==> src/rtl/pixel_write_sched_if.sv <==
// Graphics-side bundle for the VRAM write scheduler: clear/pixel requests
// from the CPU graphics unit plus the MIG user write and command FIFO signals.
interface pixel_write_sched_if;
  logic        clear_req;
  logic [7:0]  clear_color;
  logic        clear_busy;
  logic        clear_screen_done;
  logic        px_valid;
  logic        px_ready;
  logic [7:0]  px_x;
  logic [7:0]  px_y;
  logic [7:0]  px_color;
  logic        mem_cmd_en;
  logic [2:0]  mem_cmd_instr;
  logic [5:0]  mem_cmd_bl;
  logic [29:0] mem_cmd_byte_addr;
  logic        mem_cmd_full;
  logic        mem_wr_en;
  logic [3:0]  mem_wr_mask;
  logic [31:0] mem_wr_data;
  logic        mem_wr_full;
  logic        mem_wr_empty;
  logic        mem_wr_underrun;
  logic        mem_wr_error;
  logic        mem_error;

  modport slave (
    input  clear_req, clear_color, px_valid, px_x, px_y, px_color,
           mem_cmd_full, mem_wr_full, mem_wr_empty, mem_wr_underrun, mem_wr_error,
    output clear_busy, clear_screen_done, px_ready,
           mem_cmd_en, mem_cmd_instr, mem_cmd_bl, mem_cmd_byte_addr,
           mem_wr_en, mem_wr_mask, mem_wr_data, mem_error
  );

  modport master (
    output clear_req, clear_color, px_valid, px_x, px_y, px_color,
           mem_cmd_full, mem_wr_full, mem_wr_empty, mem_wr_underrun, mem_wr_error,
    input  clear_busy, clear_screen_done, px_ready,
           mem_cmd_en, mem_cmd_instr, mem_cmd_bl, mem_cmd_byte_addr,
           mem_wr_en, mem_wr_mask, mem_wr_data, mem_error
  );
endinterface

==> src/rtl/pixel_write_sched.sv <==
// VRAM write-port scheduler: full-screen fills (boot and requested) and
// single-pixel CPU writes, serialised onto one MIG write/command port pair.
module pixel_write_sched #(
  parameter logic [13:0] PREFIX     = 14'h0C00,
  parameter int          LINES      = 192,
  parameter int          LINE_WORDS = 64
) (
  input  logic               clk,
  input  logic               rst,
  pixel_write_sched_if.slave bus
);
  localparam int            CW        = $clog2(LINE_WORDS);
  localparam logic [CW-1:0] LAST_WORD = CW'(LINE_WORDS - 1);
  localparam logic [7:0]    LAST_LINE = 8'(LINES - 1);
  localparam logic [5:0]    FILL_BL   = 6'(LINE_WORDS - 1);
  localparam logic [29:0]   BASE_ADDR = {PREFIX, 16'h0000};

  typedef enum logic [2:0] {IDLE, FILL, FCMD, FDRAIN, PDATA, PCMD} state_t;

  state_t        state_q, state_d;
  logic [7:0]    line_q, line_d;
  logic [CW-1:0] cnt_q, cnt_d;
  logic [7:0]    fcol_q, fcol_d;
  logic          pend_q, pend_d;
  logic [7:0]    pcol_q, pcol_d;
  logic [7:0]    pxx_q, pxx_d;
  logic [7:0]    pxy_q, pxy_d;
  logic [7:0]    pxc_q, pxc_d;
  logic          done_q, done_d;
  logic          err_q, err_d;

  logic          wr_en, cmd_en, px_ready, busy;
  logic [3:0]    wr_mask;
  logic [31:0]   wr_data;
  logic [5:0]    cmd_bl;
  logic [29:0]   cmd_addr;

  function automatic logic [3:0] byte_mask(input logic [1:0] lane);
    byte_mask = ~(4'b0001 << lane);
  endfunction

  always_comb begin
    state_d  = state_q;
    line_d   = line_q;
    cnt_d    = cnt_q;
    fcol_d   = fcol_q;
    pend_d   = pend_q;
    pcol_d   = pcol_q;
    pxx_d    = pxx_q;
    pxy_d    = pxy_q;
    pxc_d    = pxc_q;
    done_d   = done_q;
    err_d    = err_q | bus.mem_wr_underrun | bus.mem_wr_error;
    wr_en    = 1'b0;
    cmd_en   = 1'b0;
    px_ready = 1'b0;
    busy     = 1'b0;
    wr_mask  = 4'hF;
    wr_data  = 32'h0;
    cmd_bl   = 6'h0;
    cmd_addr = BASE_ADDR;

    // One-deep pending clear; later requests merge and the latest colour wins.
    if (bus.clear_req) begin
      pend_d = 1'b1;
      pcol_d = bus.clear_color;
    end

    case (state_q)
      IDLE: begin
        if (pend_q || bus.clear_req) begin
          fcol_d  = bus.clear_req ? bus.clear_color : pcol_q;
          pend_d  = 1'b0;
          line_d  = 8'h00;
          cnt_d   = '0;
          state_d = FILL;
        end else begin
          px_ready = 1'b1;
          if (bus.px_valid && (bus.px_y <= LAST_LINE)) begin
            pxx_d   = bus.px_x;
            pxy_d   = bus.px_y;
            pxc_d   = bus.px_color;
            state_d = PDATA;
          end
        end
      end
      FILL: begin
        busy    = 1'b1;
        wr_mask = 4'h0;
        wr_data = {4{fcol_q}};
        if (!bus.mem_wr_full) begin
          wr_en = 1'b1;
          if (cnt_q == LAST_WORD) begin
            cnt_d   = '0;
            state_d = FCMD;
          end else begin
            cnt_d = cnt_q + CW'(1);
          end
        end
      end
      FCMD: begin
        busy     = 1'b1;
        cmd_bl   = FILL_BL;
        cmd_addr = {PREFIX, line_q, 8'h00};
        if (!bus.mem_cmd_full) begin
          cmd_en  = 1'b1;
          state_d = FDRAIN;
        end
      end
      FDRAIN: begin
        busy = 1'b1;
        if (bus.mem_wr_empty) begin
          if (line_q == LAST_LINE) begin
            done_d  = 1'b1;
            state_d = IDLE;
          end else begin
            line_d  = line_q + 8'd1;
            state_d = FILL;
          end
        end
      end
      PDATA: begin
        wr_mask = byte_mask(pxx_q[1:0]);
        wr_data = {4{pxc_q}};
        if (!bus.mem_wr_full) begin
          wr_en   = 1'b1;
          state_d = PCMD;
        end
      end
      PCMD: begin
        cmd_addr = {PREFIX, pxy_q, pxx_q[7:2], 2'b00};
        if (!bus.mem_cmd_full) begin
          cmd_en  = 1'b1;
          state_d = IDLE;
        end
      end
      default: state_d = FILL;
    endcase

    // While rst is high the port must look idle even before the state resets.
    if (rst) begin
      wr_en    = 1'b0;
      cmd_en   = 1'b0;
      px_ready = 1'b0;
      busy     = 1'b0;
      wr_mask  = 4'hF;
      wr_data  = 32'h0;
      cmd_bl   = 6'h0;
      cmd_addr = BASE_ADDR;
    end
  end

  always_ff @(posedge clk) begin
    if (rst) begin
      state_q <= FILL;
      line_q  <= 8'h00;
      cnt_q   <= '0;
      fcol_q  <= 8'h00;
      pend_q  <= 1'b0;
      done_q  <= 1'b0;
      err_q   <= 1'b0;
    end else begin
      state_q <= state_d;
      line_q  <= line_d;
      cnt_q   <= cnt_d;
      fcol_q  <= fcol_d;
      pend_q  <= pend_d;
      done_q  <= done_d;
      err_q   <= err_d;
    end
  end

  always_ff @(posedge clk) begin
    pcol_q <= pcol_d;
    pxx_q  <= pxx_d;
    pxy_q  <= pxy_d;
    pxc_q  <= pxc_d;
  end

  assign bus.mem_wr_en         = wr_en;
  assign bus.mem_wr_mask       = wr_mask;
  assign bus.mem_wr_data       = wr_data;
  assign bus.mem_cmd_en        = cmd_en;
  assign bus.mem_cmd_instr     = 3'b000;
  assign bus.mem_cmd_bl        = cmd_bl;
  assign bus.mem_cmd_byte_addr = cmd_addr;
  assign bus.px_ready          = px_ready;
  assign bus.clear_busy        = busy;
  assign bus.clear_screen_done = done_q & ~rst;
  assign bus.mem_error         = err_q & ~rst;
endmodule

==> src/flat_wrapper.sv <==
// flat-port wrapper written by rule: the top's interface ports become plain ports
module pixel_write_sched_flat 
#(
  parameter logic [13:0] PREFIX     = 14'h0C00,
  parameter int          LINES      = 192,
  parameter int          LINE_WORDS = 64
)
  (clk, rst, bus_clear_req, bus_clear_color, bus_px_valid, bus_px_x, bus_px_y, bus_px_color, bus_mem_cmd_full, bus_mem_wr_full, bus_mem_wr_empty, bus_mem_wr_underrun, bus_mem_wr_error, bus_clear_busy, bus_clear_screen_done, bus_px_ready, bus_mem_cmd_en, bus_mem_cmd_instr, bus_mem_cmd_bl, bus_mem_cmd_byte_addr, bus_mem_wr_en, bus_mem_wr_mask, bus_mem_wr_data, bus_mem_error);
  pixel_write_sched_if bus_i ();
  input  logic clk;
  input  logic rst;
  input wire logic [$bits(bus_i.clear_req)-1:0] bus_clear_req;
  input wire logic [$bits(bus_i.clear_color)-1:0] bus_clear_color;
  input wire logic [$bits(bus_i.px_valid)-1:0] bus_px_valid;
  input wire logic [$bits(bus_i.px_x)-1:0] bus_px_x;
  input wire logic [$bits(bus_i.px_y)-1:0] bus_px_y;
  input wire logic [$bits(bus_i.px_color)-1:0] bus_px_color;
  input wire logic [$bits(bus_i.mem_cmd_full)-1:0] bus_mem_cmd_full;
  input wire logic [$bits(bus_i.mem_wr_full)-1:0] bus_mem_wr_full;
  input wire logic [$bits(bus_i.mem_wr_empty)-1:0] bus_mem_wr_empty;
  input wire logic [$bits(bus_i.mem_wr_underrun)-1:0] bus_mem_wr_underrun;
  input wire logic [$bits(bus_i.mem_wr_error)-1:0] bus_mem_wr_error;
  output wire logic [$bits(bus_i.clear_busy)-1:0] bus_clear_busy;
  output wire logic [$bits(bus_i.clear_screen_done)-1:0] bus_clear_screen_done;
  output wire logic [$bits(bus_i.px_ready)-1:0] bus_px_ready;
  output wire logic [$bits(bus_i.mem_cmd_en)-1:0] bus_mem_cmd_en;
  output wire logic [$bits(bus_i.mem_cmd_instr)-1:0] bus_mem_cmd_instr;
  output wire logic [$bits(bus_i.mem_cmd_bl)-1:0] bus_mem_cmd_bl;
  output wire logic [$bits(bus_i.mem_cmd_byte_addr)-1:0] bus_mem_cmd_byte_addr;
  output wire logic [$bits(bus_i.mem_wr_en)-1:0] bus_mem_wr_en;
  output wire logic [$bits(bus_i.mem_wr_mask)-1:0] bus_mem_wr_mask;
  output wire logic [$bits(bus_i.mem_wr_data)-1:0] bus_mem_wr_data;
  output wire logic [$bits(bus_i.mem_error)-1:0] bus_mem_error;
  assign bus_i.clear_req = bus_clear_req;
  assign bus_i.clear_color = bus_clear_color;
  assign bus_i.px_valid = bus_px_valid;
  assign bus_i.px_x = bus_px_x;
  assign bus_i.px_y = bus_px_y;
  assign bus_i.px_color = bus_px_color;
  assign bus_i.mem_cmd_full = bus_mem_cmd_full;
  assign bus_i.mem_wr_full = bus_mem_wr_full;
  assign bus_i.mem_wr_empty = bus_mem_wr_empty;
  assign bus_i.mem_wr_underrun = bus_mem_wr_underrun;
  assign bus_i.mem_wr_error = bus_mem_wr_error;
  assign bus_clear_busy = bus_i.clear_busy;
  assign bus_clear_screen_done = bus_i.clear_screen_done;
  assign bus_px_ready = bus_i.px_ready;
  assign bus_mem_cmd_en = bus_i.mem_cmd_en;
  assign bus_mem_cmd_instr = bus_i.mem_cmd_instr;
  assign bus_mem_cmd_bl = bus_i.mem_cmd_bl;
  assign bus_mem_cmd_byte_addr = bus_i.mem_cmd_byte_addr;
  assign bus_mem_wr_en = bus_i.mem_wr_en;
  assign bus_mem_wr_mask = bus_i.mem_wr_mask;
  assign bus_mem_wr_data = bus_i.mem_wr_data;
  assign bus_mem_error = bus_i.mem_error;
  pixel_write_sched #(.PREFIX(PREFIX), .LINES(LINES), .LINE_WORDS(LINE_WORDS)) u_core (.clk(clk), .rst(rst), .bus(bus_i));
endmodule
==> config.mk <==
export PLATFORM = sky130hd
export DESIGN_NAME = pixel_write_sched_flat
export DESIGN_NICKNAME = d
export VERILOG_FILES = /design/src/rtl/pixel_write_sched_if.sv /design/src/rtl/pixel_write_sched.sv /design/src/flat_wrapper.sv
export SDC_FILE = /design/constraint.sdc
export NUM_CORES = 1
export LEC_CHECK = 0
export BUFFER_PORTS_ARGS = -buffer_cell sky130_fd_sc_hd__clkbuf_2
export CAP_MARGIN = 25
export CORE_MARGIN = 1.5
export CORE_UTILIZATION = 35
export CTS_BUF_LIST = sky130_fd_sc_hd__clkbuf_4 sky130_fd_sc_hd__clkbuf_8
export DETAILED_ROUTE_END_ITERATION = 10
export GPL_ROUTABILITY_DRIVEN = 0
export PLACE_DENSITY_LB_ADDON = 0.08
export SLEW_MARGIN = 20
export SYNTH_ARGS = -nofsm -noshare
export SYNTH_HDL_FRONTEND = slang
export SYNTH_SLANG_ARGS = --single-unit
==> constraint.sdc <==
create_clock -name clk -period 2.9 [get_ports clk]
set_input_delay 0.29 -clock clk [delete_from_list [all_inputs] [get_ports clk]]
set_output_delay 0.29 -clock clk [all_outputs]
set_load 0.03 [all_outputs]
==> summary.txt, run 1 <==
CLOCK NETWORK
---------------------------------------------------------------------------
Number of buffers added for setup after CTS                               0
Clock tree from TritonCTS                                               yes
H-tree depth reported by CTS                                              3
Sink count of the clock tree                                             60
Clk Latency, worst-skew pair                                         340 ps
Clock root buffer                                              sky130_fd_sc_hd__clkbuf_8
Clock buffer count from CTS                                               9
Clk slew on worst S/H paths                                           70 ps
CTS max path bufs                                                         2
Gates resized, CTS repair                                                 0
Number of hold buffers added after CTS                                    0

ROUTE
---------------------------------------------------------------------------
Post-DR wirelength/cell                                            13.74 um
Drc violations                                                            0
Antenna violation net count after detailed routing                        0
Total number of vias                                                   2328
Overall routed net length                                           6772 um
DR pass1 iterations                                                       4
Initial drt markers                                                     158
Detail-routed via count per cell                                      4.722

TIMING
---------------------------------------------------------------------------
Fin crit share                                                       87.65%
Worst rel slew slack                                                 57.12%
Final number of max-transition violations                                 0
Final setup viols                                                         0
Pin slew with the least headroom to its limit                      640.3 ps
Unrepaired setup endpoints after global routing                          no
Shortest period the worst path allows                               2542 ps
Least setup slack across all paths after layout                    358.0 ps
Hold slack                                                         124.0 ps
Accumulated negative setup slack                                       0 ps
Maximum operating frequency                                       393.4 MHz
Number of hold violations in the final report                             0
Setup Skew                                                         6.529 ps

OUTCOME
---------------------------------------------------------------------------
Outcome                                                        finished, final reports clean

FLOORPLAN
---------------------------------------------------------------------------
# IOs                                                                   122
Die width                                                          97.37 um
Floorplan die area                                                9480 um^2
Initial Util                                                         35.91%
Standard-cell row count                                                  34
Core footprint                                                    8678 um^2
Height of the chip                                                 97.37 um

WORST SETUP PATH
---------------------------------------------------------------------------
Critical path arrival                                               2250 ps
Worst Setup End Kind                                             output pin
Setup CP Type                                                       reg2out
Worst reg2reg path depth                                                  4
Startpoint class of the critical path                             flip-flop
WP data required                                                    2610 ps
CP max FO                                                                16

GLOBAL ROUTE
---------------------------------------------------------------------------
Vias in the first global route                                         2115
Grt ovf                                                                   0
Maximum number of pins on one net before global-route repair             26
Overall Global Routing Usage                                         14.64%
Initial antenna violation count                                           0
Global-route wire length before repair                             10850 um

SYNTH
---------------------------------------------------------------------------
Yosys warning count                                                       0
Number of synthesized flops with an enable pin                           24
Syn Area/Cell                                                    10.15 um^2
Count of different cell masters after synthesis                          49
Proportion of synthesized chip area in sequential cells              46.25%
Mapped cell area                                                  3117 um^2
Most common flop cell mapped by yosys                          sky130_fd_sc_hd__dfxtp_1
#FFs+latches synth                                                       60
Synth Instances                                                         307
Asr flop ratio synth                                                     0%

FLOW RUN
---------------------------------------------------------------------------
MaxCap Viol Count                                                         0

LAYOUT
---------------------------------------------------------------------------
Area added between synthesis and finish                              15.74%
Most common cell after layout, fill and taps aside             sky130_fd_sc_hd__clkbuf_2
Seq. cell area                                                    1441 um^2
Share of the core filled with cells                                  41.57%
Final nets                                                              423
Proportion of layout cells with a drive suffix above 1               36.88%
Count of inserted antenna diode cells                                     0
Cell Count, Final, Fillers Out                                          493
Most frequent cells in the layout                              sky130_fd_sc_hd__clkbuf_2 (102), sky130_fd_sc_hd__nor2_1 (39), sky130_fd_sc_hd__dfxtp_1 (36)
Count of fill cells added during filler insertion                       888
Multi-input logic area                                            1282 um^2

PLACEMENT
---------------------------------------------------------------------------
Hpwl dp                                                             4860 um
Quantity of I/O buffers inserted on ports                               102
Setup WS pre-CTS                                                   705.3 ps
Cell count after placement                                              477

POWER
---------------------------------------------------------------------------
Max rail drop VDD                                                  317.2 uV
Static Leak                                                     0.001578 uW
Cell Pwr Density                                               474.7 nW/um^2

MIN PATH
---------------------------------------------------------------------------
Class of the worst hold path                                         in2reg
Number of stages on the worst hold path                                   1

[where the power goes]
group	switching, uW	leakage (uW)	internal [uW]
combinational	88.1	0.000979	44.7
clock	332	0.0000892	350
sequential	6.29	0.000510	891
[critical path, cell delays in order, from the launching register on]
cell and delay (ps):
sky130_fd_sc_hd__dfxtp_1 610, sky130_fd_sc_hd__nor2b_2 640, sky130_fd_sc_hd__a22oi_1 150, sky130_fd_sc_hd__nor2_1 260
sky130_fd_sc_hd__clkbuf_2 260
[layer usage]
metal | global-route usage [%] | vias up | share of wire [%]
met5 | 0 | - | 0
met4 | 4.286 | 0 | 0.92
met3 | 5.540 | 5 | 7.3
met2 | 22.06 | 87 | 45
met1 | 19.55 | 1069 | 47
li1 | - | 1167 | -
[synth_stat cells, types with 2 or more instances]
master | count | area, um^2
sky130_fd_sc_hd__nand3_1 | 3 | 15.01
sky130_fd_sc_hd__buf_1 | 2 | 7.510
sky130_fd_sc_hd__a21oi_1 | 11 | 55.05
sky130_fd_sc_hd__mux2_2 | 8 | 90.09
sky130_fd_sc_hd__a22o_1 | 8 | 70.07
sky130_fd_sc_hd__buf_2 | 6 | 30.03
sky130_fd_sc_hd__buf_4 | 48 | 360.4
sky130_fd_sc_hd__a22oi_1 | 9 | 67.56
sky130_fd_sc_hd__and3_1 | 6 | 37.54
sky130_fd_sc_hd__nand3b_1 | 4 | 30.03
sky130_fd_sc_hd__nor2_1 | 40 | 150.1
sky130_fd_sc_hd__clkbuf_1 | 4 | 15.01
sky130_fd_sc_hd__and2_1 | 8 | 50.05
sky130_fd_sc_hd__inv_1 | 2 | 7.510
sky130_fd_sc_hd__xor2_1 | 8 | 70.07
sky130_fd_sc_hd__mux2i_1 | 9 | 90.09
sky130_fd_sc_hd__ha_1 | 2 | 25.02
sky130_fd_sc_hd__nor2b_1 | 6 | 37.54
sky130_fd_sc_hd__conb_1 | 2 | 7.510
sky130_fd_sc_hd__dfxtp_1 | 36 | 720.7
sky130_fd_sc_hd__buf_6 | 3 | 33.78
sky130_fd_sc_hd__nand2_1 | 6 | 22.52
sky130_fd_sc_hd__or2_1 | 2 | 12.51
sky130_fd_sc_hd__o2111ai_1 | 3 | 26.28
sky130_fd_sc_hd__a21o_1 | 2 | 15.01
sky130_fd_sc_hd__edfxtp_1 | 24 | 720.7
sky130_fd_sc_hd__or3b_1 | 3 | 26.28
sky130_fd_sc_hd__nand4_1 | 5 | 31.28
sky130_fd_sc_hd__o211ai_1 | 2 | 15.01
sky130_fd_sc_hd__o21ai_1 | 2 | 10.01
sky130_fd_sc_hd__nand2b_1 | 3 | 18.77
sky130_fd_sc_hd__o21ai_0 | 8 | 40.04
sky130_fd_sc_hd__nor3_1 | 6 | 30.03
[layout make-up]
type | instances | area share (%)
inverter | 2 | 0.2081
tap | 108 | 3.746
clock inverter | 4 | 0.6937
multi-input combinational | 198 | 35.55
sequential | 60 | 39.96
clock buffer | 12 | 4.232
timing repair buffer | 109 | 15.61
[cells by family after synthesis]
group           Yosys count  share of synthesized area [%]
mux                      17                          5.781
compound gates           51                          11.76
buf+inv                  66                          14.73
other cells               2                         0.2410
fa+ha+maj                 2                         0.8028
flops                    60                          46.25
simple gates            101                          18.19
xor+xnor                  8                          2.248
[path summary, 6_finish.rpt]
| check | startpoint | end | slack [ps] |
|---|---|---|---|
| min reg2reg | u_core.done_q$_SDFFE_PP0P_ | u_core.done_q$_SDFFE_PP0P_ | 470 |
| max | u_core.state_q[0]$_SDFFE_PP1P_ | bus_mem_wr_data[3] | 360 |
| min | bus_px_color[1] | u_core.pxc_q[1]$_DFFE_PP_ | 120 |
| max reg2reg | u_core.state_q[0]$_SDFFE_PP1P_ | u_core.state_q[2]$_SDFFE_PP0P_ | 920 |
[per-stage QoR]
| step | power, uW | cell area, um^2 |
|---|---|---|
| after floorplan | 1024 | 3181 |
| after global placement | 1049 | 3430 |
| after detailed placement | 1050 | 3430 |
| after CTS | 1740 | 3607 |
| after global routing | 1786 | 3607 |
| final | 1712 | 3607 |
[sequential cells by signal, summed over array words and instances (netlist names)]
name            count
u_core.pcol_q       8
u_core.cnt_q        6
u_core.err_q        1
u_core.pxy_q        8
u_core.line_q       8
u_core.pend_q       1
u_core.done_q       1
u_core.pxx_q        8
u_core.fcol_q       8
u_core.pxc_q        8
u_core.state_q      3
(Power assumes the default switching activity.)
==> inputs of run 2 (changes only) <==
Settings changed: BUFFER_PORTS_ARGS -buffer_cell sky130_fd_sc_hd__clkbuf_2 to -buffer_cell sky130_fd_sc_hd__buf_2.
==> summary.txt, run 2 (synthesis results as in run 1) <==
WORST SETUP PATH
----------------------------------------------------------------------------
Cell class contributing the biggest share of worst-path delay   simple AND/OR/NAND/NOR gates
Chain of cells forming the critical path                        nor2b_2 -> a22oi_1 -> nor2_1 -> buf_2
Endpoint of the worst register-to-register path                 u_core.state_q[2]$_SDFFE_PP0P_
Worst reg2reg path depth                                                   4   unchanged
Setup CP Type                                                        reg2out
Buf+Inv Stages, Crit Path                                                  1   unchanged
Critical path arrival                                                2230 ps   -20 ps
Startpoint class of the critical path                              flip-flop
Startpoint of the worst-slack reg-to-reg timing path            u_core.state_q[0]$_SDFFE_PP1P_
WP data required                                                     2610 ps   about the same
Crit path max-delay cell type                                   sky130_fd_sc_hd__nor2b_2
CP max FO                                                                 16   unchanged
Setup slack, reg-to-reg                                               880 ps   -40 ps
Maximum single-stage delay on the critical path                       670 ps   +30 ps
Worst Setup End Kind                                              output pin

GLOBAL ROUTE
----------------------------------------------------------------------------
Global-route wire length before repair                              10620 um   -2.1%
Vias in the first global route                                          2151   +1.7%
Global-route layer with the greatest usage                              met2
Overall Global Routing Usage                                          14.27%   -0.37 points
Grt ovf                                                                    0   unchanged
Met1 usage in global routing                                          18.28%   -1.3 points
Maximum number of pins on one net before global-route repair              26   unchanged
Initial antenna violation count                                            0   unchanged
Grt met2 use                                                          22.01%   -0.053 points
Met3 Track Usage GR                                                   5.899%   +0.36 points

ROUTE
----------------------------------------------------------------------------
Post-DR wirelength/cell                                             13.70 um   -0.30%
Total number of vias                                                    2305   -0.99%
Antenna violation net count after detailed routing                         0   unchanged
Detail-routed via count per cell                                       4.685   -0.79%
Drc violations                                                             0   unchanged
DR pass1 iterations                                                        4   unchanged
Overall routed net length                                            6738 um   -0.50%
Initial drt markers                                                       64   -59%

LAYOUT
----------------------------------------------------------------------------
Most common cell after layout, fill and taps aside              sky130_fd_sc_hd__buf_2
Count of inserted antenna diode cells                                      0   unchanged
Proportion of layout cells with a drive suffix above 1                36.46%   -0.42 points
Share of the core filled with cells                                   41.91%   +0.35 points
Most frequent cells in the layout                               sky130_fd_sc_hd__buf_2 (102), sky130_fd_sc_hd__nor2_1 (39), sky130_fd_sc_hd__dfxtp_1 (36)
Area added between synthesis and finish                               16.70%
Post-route standard cell area excluding fillers                    3637 um^2   +0.83%
Final nets                                                               422   -0.24%

PLACEMENT
----------------------------------------------------------------------------
Quantity of I/O buffers inserted on ports                                102   unchanged
Setup WS pre-CTS                                                    745.9 ps   +40.65 ps
Hpwl dp                                                              4702 um   -3.3%
Placed Instance Area                                               3422 um^2   -0.22%

TIMING
----------------------------------------------------------------------------
Least setup slack across all paths after layout                     378.0 ps   +19.95 ps
Setup Skew                                                          6.931 ps   +0.4019 ps
Maximum operating frequency                                        396.5 MHz   +0.79%
Fin crit share                                                        86.97%   -0.69 points
Accumulated negative setup slack                                        0 ps   unchanged
Pin slew with the least headroom to its limit                       662.3 ps   +21.99 ps
Shortest period the worst path allows                                2522 ps   -19.95 ps
Number of hold violations in the final report                              0   unchanged
Final setup viols                                                          0   unchanged
Unrepaired setup endpoints after global routing                           no
Worst rel slew slack                                                  55.65%   -1.5 points
Final number of max-transition violations                                  0   unchanged
Hold slack                                                          125.0 ps   +1.066 ps

FLOORPLAN
----------------------------------------------------------------------------
Core footprint                                                     8678 um^2   unchanged
Standard-cell row count                                                   34   unchanged
Die width                                                           97.37 um   unchanged
# IOs                                                                    122   unchanged
Floorplan die area                                                 9480 um^2   unchanged
Initial Util                                                          35.91%   unchanged
Height of the chip                                                  97.37 um   unchanged

POWER
----------------------------------------------------------------------------
Sequential power share                                                 48.4%   -4.0 points
Cell Int Power                                                       1435 uW   +12%
Max rail drop VDD                                                   345.9 uV   +9.0%
Share of power burned in the clock network                             44.5%   +4.7 points
Cell Pwr Density                                                509.9 nW/um^2   +7.4%
Logic pwr share                                                         7.1%   -0.7 points
Static Leak                                                      0.001634 uW   +3.6%
Switching part of the total                                           22.62%   -2.3 points
Reported net switching power                                        419.4 uW   -1.7%

OUTCOME
----------------------------------------------------------------------------
Outcome                                                         finished, final reports clean

CLOCK NETWORK
----------------------------------------------------------------------------
Clk slew on worst S/H paths                                            70 ps   about the same
Clock buffer count from CTS                                                9   unchanged
Clock tree from TritonCTS                                                yes
Sink count of the clock tree                                              60   unchanged
CTS max path bufs                                                          2   unchanged
H-tree depth reported by CTS                                               3   unchanged
Clk Latency, worst-skew pair                                          330 ps   about the same
Gates resized, CTS repair                                                  0   unchanged
Number of buffers added for setup after CTS                                0   unchanged
Number of hold buffers added after CTS                                     0   unchanged
Clock root buffer                                               sky130_fd_sc_hd__clkbuf_8

FLOW RUN
----------------------------------------------------------------------------
MaxCap Viol Count                                                          0   unchanged

MIN PATH
----------------------------------------------------------------------------
Startpoint of the most critical hold path                       bus_px_color[1]
Hold Path Sink                                                  u_core.pxc_q[1]$_DFFE_PP_
Class of the worst hold path                                          in2reg
Number of stages on the worst hold path                                    1   unchanged

==> run 2: power groups by stage <==
stage	registers (uW)	logic, uW	clock network [uW]
floorplan	915	109	0
global placement	916	133	0
detailed placement	916	134	0
CTS	897	134	854
global route	898	144	893
finish	898	132	825
==> run 2: cell type report <==
type                            count  area [um^2]
Clock buffer                       11        138.9
Clock inverter                      5        76.32
Fill cell                         898         5041
Inverter                            2        7.507
Multi-Input combinational cell    198         1282
Sequential cell                    60         1441
Tap cell                          108        135.1
Timing Repair Buffer              108        555.5
==> run 2: per-layer routing <==
layer	routed length (um)	part of all wire, %
met4	64	0.95
met2	3085	46
met3	437	6.5
met5	0	0
met1	3151	47
==> run 2: worst reg2reg max path, cell delays in order (launching register included) <==
cell                        delay, ps
sky130_fd_sc_hd__dfxtp_1          630
sky130_fd_sc_hd__nor2b_2          670
sky130_fd_sc_hd__o21ai_1          230
sky130_fd_sc_hd__a41oi_1          280
sky130_fd_sc_hd__a2111oi_2         70
==> run 2: worst max path at each step <==
| stage | start | end | slack (ps) | depth (start not counted) |
|---|---|---|---|---|
| finish | u_core.state_q[0]$_SDFFE_PP1P_ | bus_mem_wr_data[31] | 380 | 4 |
| CTS | u_core.state_q[0]$_SDFFE_PP1P_ | bus_mem_wr_data[27] | 370 | 4 |
| global route | u_core.state_q[0]$_SDFFE_PP1P_ | bus_mem_wr_data[19] | 120 | 4 |
| detailed placement | u_core.state_q[0]$_SDFFE_PP1P_ | bus_mem_wr_data[26] | 750 | 4 |
| global placement | u_core.state_q[0]$_SDFFE_PP1P_ | bus_mem_wr_data[13] | 770 | 4 |
| floorplan | u_core.state_q[1]$_SDFFE_PP0P_ | bus_mem_cmd_en | 590 | 5 |
==> run 2: stage by stage <==
stage               instances  total power [uW]
finish                    492              1854
global route              492              1936
CTS                       492              1885
detailed placement        476              1050
global placement          476              1049
floorplan                 324              1024
==> inputs of run 3 (changes only) <==
Settings changed: BUFFER_PORTS_ARGS -buffer_cell sky130_fd_sc_hd__buf_2 to -buffer_cell sky130_fd_sc_hd__buf_4.
==> summary.txt, run 3 (synthesis results as in run 1) <==
OUTCOME
---------------------------------------------------------------------------
Outcome                                                        finished, final reports clean

LAYOUT
---------------------------------------------------------------------------
Proportion of layout cells with a drive suffix above 1               36.13%   -0.33 points
Count of inserted antenna diode cells                                     0   unchanged
Most frequent cells in the layout                              sky130_fd_sc_hd__buf_4 (106), sky130_fd_sc_hd__nor2_1 (39), sky130_fd_sc_hd__dfxtp_1 (36)
Cell Count, Final, Fillers Out                                          490   -0.41%
Post-route standard cell area excluding fillers                   3887 um^2   +6.9%
Most common cell after layout, fill and taps aside             sky130_fd_sc_hd__buf_4
Area added between synthesis and finish                              24.73%
Final nets                                                              420   -0.47%

CLOCK NETWORK
---------------------------------------------------------------------------
Number of hold buffers added after CTS                                    0   unchanged
Clk slew on worst S/H paths                                           70 ps   about the same
Sink count of the clock tree                                             60   unchanged
Gates resized, CTS repair                                                 0   unchanged
Clock buffer count from CTS                                               9   unchanged
Number of buffers added for setup after CTS                               0   unchanged
Clock tree from TritonCTS                                               yes
Clk Latency, worst-skew pair                                         340 ps   about the same
H-tree depth reported by CTS                                              3   unchanged
CTS max path bufs                                                         2   unchanged
Clock root buffer                                              sky130_fd_sc_hd__clkbuf_8

POWER
---------------------------------------------------------------------------
Static Leak                                                     0.001654 uW   +1.2%
Max rail drop VDD                                                  267.1 uV   -23%
Total design power                                                  1893 uW   +2.1%
Cell Pwr Density                                               486.9 nW/um^2   -4.5%

PLACEMENT
---------------------------------------------------------------------------
Placed Instance Area                                              3662 um^2   +7.0%
Cell count after placement                                              474   -0.42%
Hpwl dp                                                             4809 um   +2.3%
Quantity of I/O buffers inserted on ports                               102   unchanged

TIMING
---------------------------------------------------------------------------
Worst rel slew slack                                                 57.84%   +2.2 points
Accumulated negative setup slack                                       0 ps   unchanged
Pin slew with the least headroom to its limit                      629.6 ps   -32.70 ps
Shortest period the worst path allows                               2506 ps   -16.00 ps
Hold slack                                                         122.4 ps   -2.666 ps
Final setup viols                                                         0   unchanged
Unrepaired setup endpoints after global routing                          no
Number of hold violations in the final report                             0   unchanged
Final number of max-transition violations                                 0   unchanged
Fin crit share                                                       86.41%   -0.55 points
Setup Skew                                                         7.086 ps   +0.1551 ps
Maximum operating frequency                                       399.0 MHz   +0.64%

GLOBAL ROUTE
---------------------------------------------------------------------------
Grt ovf                                                                   0   unchanged
Vias in the first global route                                         2101   -2.3%
Maximum number of pins on one net before global-route repair             27   +3.8%
Global-route wire length before repair                             10630 um   +0.12%
Initial antenna violation count                                           0   unchanged
Overall Global Routing Usage                                         14.24%   -0.028 points

ROUTE
---------------------------------------------------------------------------
Drc violations                                                            0   unchanged
Initial drt markers                                                      93   +45%
Post-DR wirelength/cell                                            13.82 um   +0.90%
Overall routed net length                                           6771 um   +0.49%
Detail-routed via count per cell                                      4.757   +1.5%
Total number of vias                                                   2331   +1.1%
DR pass1 iterations                                                       4   unchanged
Antenna violation net count after detailed routing                        0   unchanged

FLOW RUN
---------------------------------------------------------------------------
MaxCap Viol Count                                                         0   unchanged

WORST SETUP PATH
---------------------------------------------------------------------------
CP max FO                                                                16   unchanged
Startpoint class of the critical path                             flip-flop
Setup CP Type                                                       reg2out
Critical path arrival                                               2220 ps   about the same
WP data required                                                    2610 ps   about the same
Worst Setup End Kind                                             output pin

MIN PATH
---------------------------------------------------------------------------
Class of the worst hold path                                         in2reg

FLOORPLAN
---------------------------------------------------------------------------
Height of the chip                                                 97.37 um   unchanged
Die width                                                          97.37 um   unchanged
Standard-cell row count                                                  34   unchanged
Initial Util                                                         35.91%   unchanged
# IOs                                                                   122   unchanged
Core footprint                                                    8678 um^2   unchanged
Floorplan die area                                                9480 um^2   unchanged

==> run 3: cell count changes in the layout (fill, tap and decap cells not counted), sizes merged <==
cell and delta:
clkbuf -1, clkinvlp +1, buf -2
==> run 3: layout make-up <==
class	count	area, um^2
clock buffers	10	137.6
clock inverters	6	87.58
fillers	858	4791
inverters	2	7.507
multi-input cells	198	1282
flip-flops and latches	60	1441
well taps	108	135.1
repair buffers	106	795.8
==> run 3: per-stage QoR <==
stage | util [%] | setup slack [ps]
finish | 44.80 | 394.0
global route | 44.80 | 187.3
CTS | 44.80 | 349.1
detailed placement | 42.20 | 752.3
global placement | 42.20 | 764.7
floorplan | - | 588.1
==> run 3: where the power goes <==
| group | leakage (uW) | switching (uW) | internal [uW] |
|---|---|---|---|
| Sequential | 0.000510 | 6.34 | 891 |
| Combinational | 0.00104 | 88.1 | 61.8 |
| Clock | 0.000106 | 340 | 505 |
| Total | 0.00165 | 434 | 1460 |
==> run 3: worst paths after layout <==
| check | slack, ps | to | start | cells after the start |
|---|---|---|---|---|
| worst max-delay path | 390 | bus_mem_wr_data[21] | u_core.state_q[0]$_SDFFE_PP1P_ | 4 |
| worst min register to register | 480 | u_core.err_q$_SDFF_PP0_ | u_core.err_q$_SDFF_PP0_ | 2 |
| worst max register to register | 890 | u_core.pxx_q[1]$_DFFE_PP_ | u_core.state_q[1]$_SDFFE_PP0P_ | 4 |
| worst min-delay path | 120 | u_core.pxc_q[1]$_DFFE_PP_ | bus_px_color[1] | 1 |
==> run 3: worst max-delay path, cell delays in order, from the launching register on <==
cell and delay, ps:
sky130_fd_sc_hd__dfxtp_1 620, sky130_fd_sc_hd__nor2b_2 640, sky130_fd_sc_hd__a22oi_1 140, sky130_fd_sc_hd__nor2_1 260
sky130_fd_sc_hd__buf_4 220
==> run 3: routing by layer <==
| layer | GRT usage [%] | up-vias | routed length (um) |
|---|---|---|---|
| met4 | 5.495 | 0 | 85 |
| li1 | - | 1158 | - |
| met5 | 0 | - | 0 |
| met3 | 4.892 | 8 | 425 |
| met2 | 21.21 | 76 | 3070 |
| met1 | 19.00 | 1089 | 3190 |
